### src/rtl/nfc_atom_pkg.sv
// Shared definitions for the NAND atomic command generators (ACG atoms).
// Holds ACG bit positions, CA latch FSM state encoding and the CA byte-count clamp.
package nfc_atom_pkg;

  localparam int ACG_BIT_DATA_OUT = 5;
  localparam int ACG_BIT_CA_LATCH = 6;

  localparam int CA_MAX_BYTES = 5;

  typedef enum logic [5:0] {
    CA_IDLE    = 6'b000001,
    CA_SETUP   = 6'b000010,
    CA_WE_LOW  = 6'b000100,
    CA_WE_HIGH = 6'b001000,
    CA_HOLD    = 6'b010000,
    CA_DONE    = 6'b100000
  } ca_state_e;

  // A zero count still issues one byte; anything above the CA width saturates.
  function automatic logic [2:0] ca_clamp_count(input logic [15:0] num);
    if (num == 16'd0) begin
      return 3'd1;
    end
    if (num > 16'(CA_MAX_BYTES)) begin
      return 3'(CA_MAX_BYTES);
    end
    return num[2:0];
  endfunction

endpackage

### src/rtl/nfc_phase_timer.sv
// Loadable 4-bit down-counter that times one WE_n phase; zero_o marks the phase's last cycle.
module nfc_phase_timer (
  input  logic       clk_i,
  input  logic       rst_ni,
  input  logic       load_i,
  input  logic [3:0] value_i,
  output logic       zero_o
);

  logic [3:0] count_q;
  logic [3:0] count_d;

  always_comb begin
    count_d = count_q;
    if (load_i) begin
      count_d = value_i;
    end else if (count_q != 4'd0) begin
      count_d = count_q - 4'd1;
    end
  end

  always_ff @(posedge clk_i) begin
    if (!rst_ni) begin
      count_q <= 4'd0;
    end else begin
      count_q <= count_d;
    end
  end

  assign zero_o = (count_q == 4'd0);

endmodule

### src/rtl/nfc_atom_ca_latch.sv
// CA latch atom (ACG bit 6): issues 1..5 command or address bytes onto the NAND pins
// with programmable WE_n low/high widths and pulses oLastStep when the sequence is done.
module nfc_atom_ca_latch
  import nfc_atom_pkg::*;
#(
  parameter int NumberOfWays = 4,
  parameter int WPCycles     = 2,
  parameter int WHCycles     = 2
) (
  input  logic                    iSystemClock,
  input  logic                    iReset,
  input  logic                    iStart,
  output logic                    oReady,
  output logic                    oLastStep,
  input  logic [NumberOfWays-1:0] iTargetWay,
  input  logic [15:0]             iNumOfData,
  input  logic                    iCASelect,
  input  logic [39:0]             iCAData,
  output logic [NumberOfWays-1:0] oPO_CE_n,
  output logic                    oPO_CLE,
  output logic                    oPO_ALE,
  output logic                    oPO_WE_n,
  output logic [7:0]              oPO_DQ,
  output logic                    oPO_DQOE
);

  if (WPCycles < 1 || WPCycles > 15) begin : g_bad_wp
    $error("nfc_atom_ca_latch: WPCycles must be within 1..15");
  end
  if (WHCycles < 1 || WHCycles > 15) begin : g_bad_wh
    $error("nfc_atom_ca_latch: WHCycles must be within 1..15");
  end

  // The timer expires on the last cycle of a phase, so it is loaded with width-1.
  localparam logic [3:0] WpLoad = 4'(WPCycles - 1);
  localparam logic [3:0] WhLoad = 4'(WHCycles - 1);

  ca_state_e               state_q;
  logic [39:0]             data_q;
  logic [2:0]              count_q;
  logic                    ready_q;
  logic                    last_q;
  logic [NumberOfWays-1:0] ce_n_q;
  logic                    cle_q;
  logic                    ale_q;
  logic                    we_n_q;
  logic [7:0]              dq_q;
  logic                    dqoe_q;

  logic                    timerLoad_d;
  logic [3:0]              timerValue_d;
  logic                    timerZero;

  nfc_phase_timer u_phase_timer (
    .clk_i   (iSystemClock),
    .rst_ni  (iReset),
    .load_i  (timerLoad_d),
    .value_i (timerValue_d),
    .zero_o  (timerZero)
  );

  always_comb begin
    timerLoad_d  = 1'b0;
    timerValue_d = WpLoad;
    case (state_q)
      CA_SETUP:   timerLoad_d = 1'b1;
      CA_WE_LOW: begin
        timerLoad_d  = timerZero;
        timerValue_d = WhLoad;
      end
      CA_WE_HIGH: timerLoad_d = timerZero && (count_q > 3'd1);
      default:    timerLoad_d = 1'b0;
    endcase
  end

  // Pin registers are written together with the state, so each state's pin values
  // appear in the cycle right after the edge that enters it.
  always_ff @(posedge iSystemClock) begin
    if (!iReset) begin
      state_q <= CA_IDLE;
      data_q  <= 40'd0;
      count_q <= 3'd0;
      ready_q <= 1'b1;
      last_q  <= 1'b0;
      ce_n_q  <= '1;
      cle_q   <= 1'b0;
      ale_q   <= 1'b0;
      we_n_q  <= 1'b1;
      dq_q    <= 8'd0;
      dqoe_q  <= 1'b0;
    end else begin
      case (state_q)
        CA_IDLE: begin
          if (iStart) begin
            state_q <= CA_SETUP;
            data_q  <= iCAData;
            count_q <= ca_clamp_count(iNumOfData);
            ready_q <= 1'b0;
            ce_n_q  <= ~iTargetWay;
            cle_q   <= iCASelect;
            ale_q   <= ~iCASelect;
            we_n_q  <= 1'b1;
            dq_q    <= iCAData[39:32];
            dqoe_q  <= 1'b1;
          end
        end
        CA_SETUP: begin
          state_q <= CA_WE_LOW;
          we_n_q  <= 1'b0;
        end
        CA_WE_LOW: begin
          if (timerZero) begin
            state_q <= CA_WE_HIGH;
            we_n_q  <= 1'b1;
          end
        end
        CA_WE_HIGH: begin
          if (timerZero) begin
            if (count_q > 3'd1) begin
              state_q <= CA_WE_LOW;
              count_q <= count_q - 3'd1;
              data_q  <= {data_q[31:0], 8'h00};
              dq_q    <= data_q[31:24];
              we_n_q  <= 1'b0;
            end else begin
              state_q <= CA_HOLD;
            end
          end
        end
        CA_HOLD: begin
          state_q <= CA_DONE;
          last_q  <= 1'b1;
          ce_n_q  <= '1;
          cle_q   <= 1'b0;
          ale_q   <= 1'b0;
          dqoe_q  <= 1'b0;
        end
        CA_DONE: begin
          // Ready rises only after DONE so a stale iStart cannot re-trigger.
          state_q <= CA_IDLE;
          last_q  <= 1'b0;
          ready_q <= 1'b1;
        end
        default: begin
          state_q <= CA_IDLE;
          ready_q <= 1'b1;
          last_q  <= 1'b0;
          ce_n_q  <= '1;
          cle_q   <= 1'b0;
          ale_q   <= 1'b0;
          we_n_q  <= 1'b1;
          dqoe_q  <= 1'b0;
        end
      endcase
    end
  end

  assign oReady    = ready_q;
  assign oLastStep = last_q;
  assign oPO_CE_n  = ce_n_q;
  assign oPO_CLE   = cle_q;
  assign oPO_ALE   = ale_q;
  assign oPO_WE_n  = we_n_q;
  assign oPO_DQ    = dq_q;
  assign oPO_DQOE  = dqoe_q;

endmodule

### config.mk
export PLATFORM = sky130hd
export DESIGN_NAME = nfc_atom_ca_latch
export DESIGN_NICKNAME = d
export VERILOG_FILES = /design/src/rtl/nfc_atom_pkg.sv /design/src/rtl/nfc_phase_timer.sv /design/src/rtl/nfc_atom_ca_latch.sv
export SDC_FILE = /design/constraint.sdc
export NUM_CORES = 1
export LEC_CHECK = 0
export BUFFER_PORTS_ARGS = -buffer_cell sky130_fd_sc_hd__buf_4
export CAP_MARGIN = 20
export CORE_MARGIN = 1
export CORE_UTILIZATION = 40
export CTS_BUF_LIST = sky130_fd_sc_hd__clkbuf_8
export CTS_CLUSTER_SIZE = 14
export DETAILED_ROUTE_END_ITERATION = 8
export PLACE_DENSITY = 0.62
export SYNTH_ARGS = -nofsm -noshare
export SYNTH_HDL_FRONTEND = slang
export SYNTH_SLANG_ARGS = --single-unit
### constraint.sdc
create_clock -name iSystemClock -period 3.9 [get_ports iSystemClock]
set_input_delay 0.39 -clock iSystemClock [delete_from_list [all_inputs] [get_ports iSystemClock]]
set_output_delay 0.39 -clock iSystemClock [all_outputs]
set_load 0.02 [all_outputs]
==> impl_metrics.toml <==
[clocking]
cts_root_buffer = "clkbuf_8"
clk_latency_ns = 0.34
cts_tree = "built"
clock_sinks = 63
postCtsSetupBuffers = 0
h-tree-depth = 3
clkSlewWorstSetupHoldPaths_ns = 0.07
ctsResizeCount = 0
clockBufferDepth = 2
cts_made_buffers = 9
cts_hold_buf = 0

[run_status]
status = "finished clean"

[timing]
setup_slack_ns = 1.44
rsz0062_at_grt = "no"
tightestPinTransition_ns = 1.06
max_freq_mhz = 407
finalSetupViolCount = 0
holdWs_ns = 0.293
maxSlewViolCount = 0
fin_skew_ns = 0.00737
slew_headroom_pct = 29.0
fin_setup_tns_ns = 0
period_minus_slack_ns = 2.46
finalHoldViolCount = 0
period_share_pct = 63.1

[pwr]
p_leak_nw = 1.62
power_density_mw_per_mm2 = 455
ir_worst_vdd_uv = 206

[grt]
grt_pass1_wl_um = 13000
grt_max_degree = 52
antenna_found_initial = 0
grt-ovfl-total = 0
gr-usage-all-layers_pct = 19.0
grt_pass1_vias = 2776

[cells_and_area]
final_common_cell = "buf_4"
area_growth_pct = 24.0
fin_area_mm2 = 0.00414
post-route-util_pct = 52.5
n_antenna_cell = 0
mostFrequentLayoutCells = "buf_4, nand2_1, dfxtp_1"
seqCellArea_mm2 = 0.00126
fillers = 742
drive_gt1_share_pct = 35.5
multi_input_area_mm2 = 0.00187
nets = 505

[detailed_routing]
ant_nets = 0
drtIter0Drc = 161
maxUsedRoutingLayer = "met4"
vias = 2895
routedWlPerCell_um = 14.0
via_per_inst = 5.32
met1Wirelength_um = 3660
finalWirelength_um = 7590
met3_length_um = 359
route.met2.wl_um = 3460
first_pass_iters = 4
drt_drc_violations_left = 0

[setup_path]
cp.arrival_ns = 2.66
endpoint_kind = "flop"
start_kind = "flop"
cp.required_ns = 4.10
critical_path_class = "flop to flop"
cp_max_fo = 38

[place]
dp_hpwl_um = 5260
post-place-ws_ns = 1.44
io_buffers = 81
dpl_cell_area_mm2 = 0.00392
gp_congestion = 0.816

[yosys]
syn-mean-instance-area_um2 = 8.98
yosys.area_share.simple_pct = 19.6
synth-edff-count = 0
synthesis.instances = 372
synth_compound_area_share_pct = 30.2
synth_adder_area_share_pct = 1.50
ys_ff_latch = 63
synth-main-ff-cell = "dfxtp_1"
muxShareOfSynthArea_pct = 3.56
async_flop_share_pct = 0
synth-xor-area-share_pct = 1.05
syn_nets = 440
synth_top_family_by_area = "compound AO/OA/AOI/OAI gates"
seq_area_frac_synth_pct = 37.8
yosysUniqueCellTypes = 57
synthTopCellsByArea = "dfxtp_1, a311oi_2, nand2_1"
synth.largest_area_cell = "dfxtp_1"
netlist.area_leader.share_pct = 37.8
syn_area_mm2 = 0.00334
ys_warn_count = 0

[floorplan]
row_count = 32
ios = 82
die_height_um = 93.4
coreArea_mm2 = 0.00789
die_w_um = 93.4
design.die.area_mm2 = 0.00872
start_util_pct = 42.4

[job]
cap_violations = 0

[min_path]
hold_path.class = "input port to flop"
## where the power goes
part	total (mW)	switching, mW	internal [mW]
registers	0.771	0.0503	0.721
clock network	0.629	0.255	0.375
logic	0.485	0.262	0.223
total	1.88	0.567	1.32
## sequential cells by signal (all words and copies together) (netlist names), 3 cells and up
signal and cells:
data_q 32, u_phase_timer.count_q 4, state_q 6, count_q 3, oPO_DQ 8, oPO_CE_n 4
## kinds of logic (layout without fill, tap and decap cells)
logic type | after synthesis | in the layout
adder cells (fa/ha/maj) | 4 | 4
AND/OR/NAND/NOR | 138 | 138
AO/OA/AOI/OAI | 116 | 116
XOR/XNOR | 4 | 4
buffers and inverters | 38 | 108
multiplexers | 9 | 9
flip-flops | 63 | 63
## cell type report
cell class	count	area share, %
multi-input cells	271	45.1
flip-flops and latches	63	30.4
repair buffers	85	15.4
clock buffers	10	3.32
well taps	102	3.08
clock inverters	6	2.05
inverters	7	0.634
## stage by stage
| step | std cells | power [mW] |
|---|---|---|
| after floorplan | 372 | 1.14 |
| after global placement | 528 | 1.26 |
| after detailed placement | 528 | 1.27 |
| after CTS | 544 | 1.90 |
| after global routing | 544 | 2.00 |
| final | 544 | 1.88 |
## path summary, 6_finish.rpt
kind | startpoint | to | slack (ns) | cells past startpoint
max reg2reg | state_q[3] | oPO_DQ[7] | 1.44 | 6
min reg2reg | oPO_ALE | oPO_ALE | 0.46 | 2
min | iReset | oPO_CE_n[2] | 0.29 | 2
max | state_q[3] | oPO_DQ[7] | 1.44 | 6
## synth_stat cells (all sizes together) (2+ instances only)
cell      n
a311oi   32
o211ai    2
nor4      4
ha        4
o2111ai   2
inv       7
nor2     15
or3       3
nand3    14
buf      17
o21ai    14
nand2    84
dfxtp    63
xnor2     3
o31ai     2
and2      3
mux2i     8
nor3      5
a32oi     2
clkbuf   14
a21oi    54
nor3b     2
## critical path, cell delays in order (launching register included)
cell and delay (ns):
dfxtp_1 0.46, nor3b_2 0.29, and2_4 0.48, mux2i_4 0.21, nor2_4 0.46, buf_4 0.30
a311oi_2 0.11
## metal layers
metal / vias up / track usage [%]
met2: 71 / 29.4
met3: 11 / 4.31
li1: 1474 / -
met5: - / 0
met1: 1339 / 25.5
met4: 0 / 7.31
No activity file was read; power rests on OpenSTA's default activity.
